**src/rtl/rggen_bus_if.sv**
```systemverilog
// rggen_bus_if: generic register-bus request/response between an upstream register
// slot (master) and a bus bridge (slave).
interface rggen_bus_if #(
  parameter int ADDRESS_WIDTH = 8,
  parameter int BUS_WIDTH     = 32
);
  logic                     valid;
  logic [ADDRESS_WIDTH-1:0] address;
  logic                     write;
  logic [BUS_WIDTH-1:0]     write_data;
  logic [BUS_WIDTH/8-1:0]   strobe;
  logic                     ready;
  logic [1:0]               status;
  logic [BUS_WIDTH-1:0]     read_data;
  modport master (
    output valid, address, write, write_data, strobe,
    input  ready, status, read_data
  );
  modport slave (
    input  valid, address, write, write_data, strobe,
    output ready, status, read_data
  );
endinterface

```
**src/rtl/rggen_apb_bridge.sv**
```systemverilog
// rggen_apb_bridge: runs one APB4 master transfer per rggen_bus_if request and returns a one-cycle ready.
// Define RGGEN_APB_BRIDGE_TIMEOUT_EN to abort ACCESS after TIMEOUT_CYCLES cycles with SLAVE_ERROR.
module rggen_apb_bridge #(
  parameter int ADDRESS_WIDTH  = 8,
  parameter int BUS_WIDTH      = 32,
  parameter int TIMEOUT_CYCLES = 256
)(
  input  logic                     i_clk,
  input  logic                     i_rst_n,
  rggen_bus_if.slave               bus_if,
  output logic                     o_psel,
  output logic                     o_penable,
  output logic                     o_pwrite,
  output logic [ADDRESS_WIDTH-1:0] o_paddr,
  output logic [2:0]               o_pprot,
  output logic [BUS_WIDTH-1:0]     o_pwdata,
  output logic [BUS_WIDTH/8-1:0]   o_pstrb,
  input  logic                     i_pready,
  input  logic [BUS_WIDTH-1:0]     i_prdata,
  input  logic                     i_pslverr
);
  typedef enum logic [1:0] {IDLE, SETUP, ACCESS, RESPOND} state_e;
  state_e state, state_next;
  logic   timeout;
  if (TIMEOUT_CYCLES < 1 || TIMEOUT_CYCLES > 65535) begin : g_bad_timeout
    $error("TIMEOUT_CYCLES must be within 1..65535");
  end
`ifdef RGGEN_APB_BRIDGE_TIMEOUT_EN
  localparam int CW = $clog2(TIMEOUT_CYCLES + 1);
  logic [CW-1:0] count;
  always_ff @(posedge i_clk or negedge i_rst_n) begin
    if (!i_rst_n)                       count <= '0;
    else if (state == SETUP)            count <= '0;
    else if (state == ACCESS && !i_pready) count <= count + 1'b1;
  end
  // Fires on the last permitted ACCESS cycle; a late pready in that cycle still wins.
  assign timeout = state == ACCESS && !i_pready && count == CW'(TIMEOUT_CYCLES - 1);
`else
  assign timeout = 1'b0;
`endif
  always_ff @(posedge i_clk or negedge i_rst_n) begin
    if (!i_rst_n) state <= IDLE;
    else          state <= state_next;
  end
  always_comb begin
    state_next = state == IDLE   ? (bus_if.valid ? SETUP : IDLE) :
                 state == SETUP  ? ACCESS :
                 state == ACCESS ? ((i_pready || timeout) ? RESPOND : ACCESS) : IDLE;
  end
  always_comb begin
    o_psel       = state == SETUP || state == ACCESS;
    o_penable    = state == ACCESS;
    o_pprot      = 3'b000;
    bus_if.ready = state == RESPOND;
  end
  always_ff @(posedge i_clk or negedge i_rst_n) begin
    if (!i_rst_n) begin
      o_pwrite         <= 1'b0;
      o_paddr          <= '0;
      o_pwdata         <= '0;
      o_pstrb          <= '0;
      bus_if.status    <= 2'b00;
      bus_if.read_data <= '0;
    end else begin
      if (state == IDLE && bus_if.valid) begin
        o_pwrite <= bus_if.write;
        o_paddr  <= bus_if.address;
        o_pwdata <= bus_if.write_data;
        o_pstrb  <= bus_if.write ? bus_if.strobe : '0;
      end
      if (state == ACCESS && (i_pready || timeout)) begin
        bus_if.status    <= i_pready ? {i_pslverr, 1'b0} : 2'b10;
        bus_if.read_data <= (i_pready && !o_pwrite) ? i_prdata : '0;
      end
    end
  end
endmodule

```
**src/flat_wrapper.sv**
```systemverilog
// flat-port wrapper written by rule: the top's interface ports become plain ports
module rggen_apb_bridge_flat 
#(
  parameter int ADDRESS_WIDTH  = 8,
  parameter int BUS_WIDTH      = 32,
  parameter int TIMEOUT_CYCLES = 256
)
  (i_clk, i_rst_n, o_psel, o_penable, o_pwrite, o_paddr, o_pprot, o_pwdata, o_pstrb, i_pready, i_prdata, i_pslverr, bus_if_valid, bus_if_address, bus_if_write, bus_if_write_data, bus_if_strobe, bus_if_ready, bus_if_status, bus_if_read_data);
  rggen_bus_if #(.ADDRESS_WIDTH(ADDRESS_WIDTH), .BUS_WIDTH(BUS_WIDTH)) bus_if_i ();
  input  logic i_clk;
  input  logic i_rst_n;
  output logic o_psel;
  output logic o_penable;
  output logic o_pwrite;
  output logic [ADDRESS_WIDTH-1:0] o_paddr;
  output logic [2:0] o_pprot;
  output logic [BUS_WIDTH-1:0] o_pwdata;
  output logic [BUS_WIDTH/8-1:0] o_pstrb;
  input  logic i_pready;
  input  logic [BUS_WIDTH-1:0] i_prdata;
  input  logic i_pslverr;
  input wire logic [$bits(bus_if_i.valid)-1:0] bus_if_valid;
  input wire logic [$bits(bus_if_i.address)-1:0] bus_if_address;
  input wire logic [$bits(bus_if_i.write)-1:0] bus_if_write;
  input wire logic [$bits(bus_if_i.write_data)-1:0] bus_if_write_data;
  input wire logic [$bits(bus_if_i.strobe)-1:0] bus_if_strobe;
  output wire logic [$bits(bus_if_i.ready)-1:0] bus_if_ready;
  output wire logic [$bits(bus_if_i.status)-1:0] bus_if_status;
  output wire logic [$bits(bus_if_i.read_data)-1:0] bus_if_read_data;
  assign bus_if_i.valid = bus_if_valid;
  assign bus_if_i.address = bus_if_address;
  assign bus_if_i.write = bus_if_write;
  assign bus_if_i.write_data = bus_if_write_data;
  assign bus_if_i.strobe = bus_if_strobe;
  assign bus_if_ready = bus_if_i.ready;
  assign bus_if_status = bus_if_i.status;
  assign bus_if_read_data = bus_if_i.read_data;
  rggen_apb_bridge #(.ADDRESS_WIDTH(ADDRESS_WIDTH), .BUS_WIDTH(BUS_WIDTH), .TIMEOUT_CYCLES(TIMEOUT_CYCLES)) u_core (.i_clk(i_clk), .i_rst_n(i_rst_n), .bus_if(bus_if_i), .o_psel(o_psel), .o_penable(o_penable), .o_pwrite(o_pwrite), .o_paddr(o_paddr), .o_pprot(o_pprot), .o_pwdata(o_pwdata), .o_pstrb(o_pstrb), .i_pready(i_pready), .i_prdata(i_prdata), .i_pslverr(i_pslverr));
endmodule
```
**config.mk**
```make
export PLATFORM = sky130hd
export DESIGN_NAME = rggen_apb_bridge_flat
export DESIGN_NICKNAME = d
export VERILOG_FILES = /design/src/rtl/rggen_bus_if.sv /design/src/rtl/rggen_apb_bridge.sv /design/src/flat_wrapper.sv
export SDC_FILE = /design/constraint.sdc
export NUM_CORES = 1
export LEC_CHECK = 0
export BUFFER_PORTS_ARGS = -buffer_cell sky130_fd_sc_hd__buf_2
export CAP_MARGIN = 20
export CORE_ASPECT_RATIO = 0.75
export CORE_MARGIN = 10
export CORE_UTILIZATION = 49
export CTS_CLUSTER_DIAMETER = 80
export CTS_CLUSTER_SIZE = 20
export DETAILED_ROUTE_END_ITERATION = 10
export PLACE_DENSITY_LB_ADDON = 0.2
export SYNTH_ARGS = -nofsm -noshare
export SYNTH_HDL_FRONTEND = slang
export SYNTH_SLANG_ARGS = --single-unit
```
**constraint.sdc**
```tcl
create_clock -name i_clk -period 4.05 [get_ports i_clk]
set_clock_uncertainty 0.1 [all_clocks]
set_input_delay 0.2025 -clock i_clk [delete_from_list [all_inputs] [get_ports i_clk]]
set_output_delay 0.2025 -clock i_clk [all_outputs]
set_load 0.01 [all_outputs]
```
==> impl_metrics.yaml, run 1 <==
detailed_routing:
  top_layer_used: "met4"
  wirelength_met1_um: 3710
  vias: 2480
  dr_wl_met3_um: 1270
  wl_met2_um: 4470
  first_pass_iters: 5
  drc: 0
  drt_first_iter_violations: 106
  drt_wl_total_um: 9540
  drtAntennaViolNets: 0
  wl_per_cell_um: 18.6
  vias_per_cell: 4.83
critical_path:
  critPathCapture: "u_core.o_pwdata[21]"
  regToRegSetupSlack_ps: 2050
  worstSetupPathType: "reg -> reg"
  reg2reg_depth: 4
  regToRegEndpoint: "u_core.o_pwdata[21]"
  worstPathRequired_ps: 4180
  end_kind: "flip-flop"
  cp-start-kind: "flip-flop"
  cp-startpoint: "u_core.state[0]"
  arrival_ps: 2130
  r2r_start: "u_core.state[0]"
  cp_max_fo: 46
hold_path:
  holdPathStages: 2
  hp-class: "in -> reg"
sta:
  fin_hold_ws_ps: 43.6
  slew_headroom_pct: 47.9
  tightestPinTransition_ps: 781
  rsz0062_at_grt: "false"
  slew_violations: 0
  hold_viol_final: 0
  fin_crit_ps: 2000
  setup_viol: 0
  fin_setup_tns_ps: 0
  finalCritPeriodShare_pct: 49.5
  fin_ws_ps: 2050
  fmax_mhz: 499
floorplanning:
  boundaryPins: 167
  die_w_um: 116
  row_count: 26
  die_area_mm2: 0.0108
  dieHeight_um: 92.3
  initial_core_util_pct: 50.3
  core_mm2: 0.00680
grt:
  grtUsageTotal_pct: 17.9
  grt_pass1_wl_um: 15100
  grt_pass1_vias: 2805
  antenna_found_initial: 0
  grt-ovfl-total: 0
  grt_max_degree: 81
synth:
  synth.distinct_cells: 16
  synth_top_area_share_pct: 58.5
  yosysSeqAreaShare_pct: 58.5
  postSynthCellCount: 218
  avgSynthCellArea_um2: 15.7
  yosys.area.top_type: "dfrtp_1"
  ys_top_cells_by_area: "dfrtp_1, mux2_4, mux2_2"
  syn-cell-area_mm2: 0.00342
  synth_seq_cells: 80
  yosysWarnings: 0
power:
  p_leak_nw: 2.67
  ir_worst_vdd_v: 0.000420
  p_per_area_mw_per_mm2: 757
clock_network:
  clockBufferDepth: 2
  cts_sinks: 80
  cts_tree: "built"
  numCtsBuffers: 9
  cts-root-buf: "clkbuf_8"
  path_clk_slew_ps: 80
  cts_setup_buffers: 0
  htreeDepth: 3
  clock_latency_ps: 340
place:
  io_buffers: 162
  gp_congestion: 0.743
  dpl_worst_slack_ps: 2070
  place_inst: 454
  dp_hpwl_um: 6490
status:
  status: "complete, no violations"
layout:
  drive_gt1_share_pct: 59.2
  instances_no_fill: 513
  nFillCells: 496
  syn2layout_area_growth_pct: 44.7
  nets: 511
  n_antenna_cell: 0
run:
  drv_cap: 0
## power by group
group,switching (mW),leakage (nW),internal (mW),total [mW]
sequential,0.224,0.982,1.20,1.43
combinational,0.765,1.57,0.908,1.67
clock,0.271,0.112,0.377,0.648
total,1.26,2.67,2.49,3.75
## cell usage in the layout, fill, tap and decap left out
| master | count |
|---|---|
| nor2b_1 | 32 |
| bufinv_16 | 2 |
| buf_2 | 161 |
| nand2_4 | 1 |
| and4_1 | 4 |
| ha_1 | 4 |
| a21o_1 | 4 |
| buf_16 | 2 |
| dlygate4sd3_1 | 42 |
| clkbuf_8 | 11 |
| clkbuf_1 | 1 |
| dfrtp_1 | 80 |
| mux2_2 | 39 |
| clkinv_2 | 1 |
| conb_1 | 4 |
| mux2_4 | 35 |
| buf_4 | 2 |
| inv_1 | 2 |
| nand2_1 | 1 |
| o31ai_1 | 1 |
## Yosys cell counts
cell      count
buf_2         5
nand2_4       1
and4_1        4
buf_4         4
mux2_2       39
nor2b_1      32
ha_1          4
mux2_4       35
conb_1        1
dfrtp_1      80
clkbuf_1      1
a21o_1        4
buf_6         4
nand2_1       1
o31ai_1       1
inv_1         2
## layout make-up
type / count / area, um2 / share of cell area (%)
well taps: 84 / 105 / 2.12
multi-input cells: 125 / 1320 / 26.6
repair buffers: 207 / 1300 / 26.2
inverters: 2 / 7.51 / 0.152
clock buffers: 12 / 155 / 3.14
flip-flops and latches: 80 / 2000 / 40.5
clock inverters: 3 / 65.1 / 1.31
## stage by stage
stage / power [mW] / area [um2] / util [%]
after floorplan: 2.41 / 3430 / -
after global placement: 2.99 / 4250 / 62.6
after detailed placement: 3.05 / 4250 / 62.6
after CTS: 3.74 / 4890 / 72.0
after global routing: 4.00 / 4950 / 72.8
final: 3.75 / 4950 / 72.8
## cell families after synthesis
group | synth area share (%)
flops | 58.5
mux | 28.2
compound gates | 1.10
fa+ha+maj | 1.46
other cells | 0.110
simple gates | 7.32
buf+inv | 3.26
## worst min path at each step
| stage | from | endpoint |
|---|---|---|
| final | bus_if_write | u_core.o_pwrite |
| after global routing | bus_if_write | u_core.o_pwrite |
| after CTS | bus_if_write | u_core.o_pwrite |
| after detailed placement | i_rst_n | u_core.bus_if.read_data[12] |
| after global placement | i_rst_n | u_core.bus_if.read_data[12] |
| after floorplan | i_rst_n | u_core.bus_if.read_data[0] |
## sequential cells by signal, indices dropped and copies added, names as in the netlist
signal and cells:
u_core.state 2, u_core.bus_if.status 1, u_core.bus_if.read_data 32, u_core.o_pwrite 1
u_core.o_paddr 8, u_core.o_pstrb 4, u_core.o_pwdata 32
## metal layers
metal / track usage, % / vias to the layer above
met4: 3.43 / 0
met5: 0 / -
met3: 10.8 / 8
met2: 27.9 / 118
li1: - / 1151
met1: 20.9 / 1203
## timing repair
action                                  in CTS  in global routing
hold buffers                                42                  0
endpoints found under the hold margin      121                  0
resized for setup                            0                  0
endpoints found under the setup margin       0                  0
## worst max-delay path, cell delays in order, from the launching register on
cell and delay, ps:
dfrtp_1 380, inv_1 70, ha_1 290, nand2_4 620, mux2_2 420
No activity file was read; power rests on OpenSTA's default activity.
==> inputs of run 2 (changes only) <==
--- a/config.mk
+++ b/config.mk
@@ -5,11 +5,12 @@
 export SDC_FILE = /design/constraint.sdc
 export NUM_CORES = 1
 export LEC_CHECK = 0
+export ABC_AREA = 1
 export BUFFER_PORTS_ARGS = -buffer_cell sky130_fd_sc_hd__buf_2
 export CAP_MARGIN = 20
 export CORE_ASPECT_RATIO = 0.75
 export CORE_MARGIN = 10
-export CORE_UTILIZATION = 49
+export CORE_UTILIZATION = 46
 export CTS_CLUSTER_DIAMETER = 80
 export CTS_CLUSTER_SIZE = 20
 export DETAILED_ROUTE_END_ITERATION = 10
==> constraint.sdc (replaced) <==
create_clock -name i_clk -period 1.99 [get_ports i_clk]
set_clock_uncertainty 0.1 [all_clocks]
set_input_delay 0.0995 -clock i_clk [delete_from_list [all_inputs] [get_ports i_clk]]
set_output_delay 0.0995 -clock i_clk [all_outputs]
set_load 0.01 [all_outputs]
==> run 2 against run 1 <==
Compared with the run above: setup slack worse by 1600 ps; register-to-register slack worse by 1600 ps; routed wire length is 19% higher; synthesized area down 1.3%; synthesized cell count is 90% higher; die area up 4.1%; critical endpoint is now u_core.o_pwdata[29].
==> impl_metrics.yaml, run 2 <==
status:
  status: "complete, no violations"
critical_path:
  crit_path_top_delay_cell: "dfrtp_1"
  critPathTopFamily: "simple AND/OR/NAND/NOR gates"
  reg2reg_depth: 7
  cp_max_fo: 41
  cp.depth: 7
  arrival_ps: 1730
  cpMostUsedCell: "nand2_1"
  worstSetupPathType: "reg -> reg"
  max_stage_delay_ps: 390
  worstPathRequired_ps: 2140
  path_buf_inv: 3
  end_kind: "flip-flop"
  crit_chain: "inv_1, ha_1, nand2_2, inv_2, buf_12, nand2_1, nand2_1"
  cp-start-kind: "flip-flop"
sta:
  setup_viol: 0
  fin_setup_tns_ps: 0
  fin_hold_ws_ps: 86.3
  hold_viol_final: 0
  finalCritPeriodShare_pct: 79.3
  slew_headroom_pct: 64.1
  rsz0062_at_grt: "false"
  tightestPinTransition_ps: 538
  slew_violations: 0
  fin_crit_ps: 1580
  fmax_mhz: 633
power:
  ir_worst_vdd_v: 0.000817
  power_switching_mw: 2.87
  sequentialPowerShare_pct: 40.0
  switching_share_pct: 40.5
  p_int_mw: 4.21
  pwr-share-comb_pct: 43.7
  p_total_mw: 7.08
  p_leak_nw: 3.13
  power_frac_clock_pct: 16.3
  p_per_area_mw_per_mm2: 1350
detailed_routing:
  wl_per_cell_um: 14.9
  first_pass_iters: 4
  drt_first_iter_violations: 195
  drt_wl_total_um: 11400
  drc: 0
  vias_per_cell: 4.46
  vias: 3395
  drtAntennaViolNets: 0
floorplanning:
  row_count: 26
  die_area_mm2: 0.0112
  dieHeight_um: 94.2
  die_w_um: 119
  boundaryPins: 167
  initial_core_util_pct: 48.5
  core_mm2: 0.00696
synth:
  yosysSeqAreaShare_pct: 59.3
  synth_ff_type: "dfrtp_1"
  synth_most_common_cell: "nand2_1"
  synth_top_area_share_pct: 59.3
  synth_edf_count: 0
  yosysWarnings: 0
  postSynthCellCount: 415
  synth.top_cells.by_count: "nand2_1, dfrtp_1, inv_1, nor2_1, buf_2"
  avgSynthCellArea_um2: 8.13
  yosys.area.top_type: "dfrtp_1"
  synth.distinct_cells: 12
  ys_top_cells_by_area: "dfrtp_1, nand2_1, inv_1"
  syn-cell-area_mm2: 0.00338
  synth_seq_cells: 80
  async_reset_ff_share_pct: 100
clock_network:
  hold_buffers: 83
  clock_latency_ps: 340
  cts-root-buf: "clkbuf_8"
  numCtsBuffers: 9
  cts_setup_buffers: 0
  cts_sinks: 80
  cts_tree: "built"
  clockBufferDepth: 2
  htreeDepth: 3
  path_clk_slew_ps: 90
  ctsResizeCount: 0
layout:
  postLayoutCoreUtil_pct: 75.6
  regArea_mm2: 0.00200
  drive_gt1_share_pct: 28.1
  nFillCells: 531
  multi_input_area_mm2: 0.00109
  reg.largest.list: "u_core.bus_if.read_data (32), u_core.o_pwdata (32), u_core.o_paddr (8)"
  syn2layout_area_growth_pct: 55.9
  final_cell_mix: "nand2_1, buf_2, dlygate4sd3_1"
  final_common_cell: "nand2_1"
  nets: 742
place:
  gp_congestion: 0.767
  dp_hpwl_um: 7020
  io_buffers: 162
grt:
  antenna_found_initial: 1
  grt_max_degree: 46
  grtUsageTotal_pct: 20.1
  grt_pass1_vias: 3578
  grt-ovfl-total: 0
  grt_pass1_wl_um: 18300
hold_path:
  holdPathStages: 3
  hp-class: "in -> reg"
run:
  drv_cap: 0
==> run 2: changes by cell type in the layout (fill, tap and decap cells not counted), moves of 4 or more <==
cell,change
dlygate4sd3_1,+41
o21ai_1,+4
a21o_1,-4
nor2b_1,-32
nor2_1,+33
inv_1,+32
mux2_2,-39
nand2_1,+231
mux2_4,-35
and4_1,-4
==> run 2: path summary, 6_finish.rpt <==
kind | from | end | slack, ps
min | bus_if_valid | u_core.state[0] | 90
max | u_core.state[0] | u_core.o_pwdata[29] | 410
max reg2reg | u_core.state[0] | u_core.o_pwdata[29] | 410
min in group asynchronous | i_rst_n | u_core.bus_if.read_data[6] | 150
min reg2reg | u_core.bus_if.read_data[27] | u_core.bus_if.read_data[27] | 380
max in group asynchronous | i_rst_n | u_core.o_pwdata[15] | 1030
==> run 2: cell type report <==
class | count | share of cell area [%]
repair buffers | 250 | 32.7
well taps | 98 | 2.33
clock buffers | 10 | 2.42
diodes | 2 | 0.0951
flip-flops and latches | 80 | 38.0
clock inverters | 6 | 1.14
inverters | 36 | 2.57
multi-input cells | 279 | 20.8
==> run 2: worst reg2reg max path, delay by kind of cell (launching register included) <==
kind,cells,cell delay (ps)
adders and majority gates,1,220
buffers and inverters,3,340
DFF,1,390
and+or+nand+nor,3,430
==> run 2: power by group through the flow <==
stage / sequential [mW] / clock, mW / combinational, mW
2_1_floorplan: 3.19 / 0 / 1.31
3_3_place_gp: 2.81 / 0 / 2.89
3_5_place_dp: 2.82 / 0 / 2.97
4_1_cts: 2.81 / 1.19 / 3.10
5_1_grt: 2.93 / 1.26 / 3.46
6_report: 2.83 / 1.16 / 3.10
==> run 2: metal layers <==
| metal | wire length (um) | vias to the layer above | track usage, % |
|---|---|---|---|
| met1 | 4480 | 1562 | 21.4 |
| met2 | 5620 | 132 | 35.0 |
| met5 | 0 | - | 0 |
| met3 | 1050 | 24 | 9.55 |
| met4 | 210 | 0 | 6.49 |
| li1 | - | 1677 | - |
==> run 2: logic make-up (layout without fill, tap and decap cells) <==
kind of cell,count (synthesis),after routing,synth area share (%)
simple gates,267,267,29.8
flops,80,80,59.3
buf+inv,59,302,8.67
fa+ha+maj,4,4,1.48
compound gates,4,4,0.593
other cells,1,6,0.111
==> run 2: per-stage QoR <==
step                instances  setup WS (ps)  area, um2
floorplan                 418            697       3390
global placement          660            495       4240
detailed placement        660            459       4240
CTS                       759            420       5260
global route              760            278       5260
finish                    761            411       5260
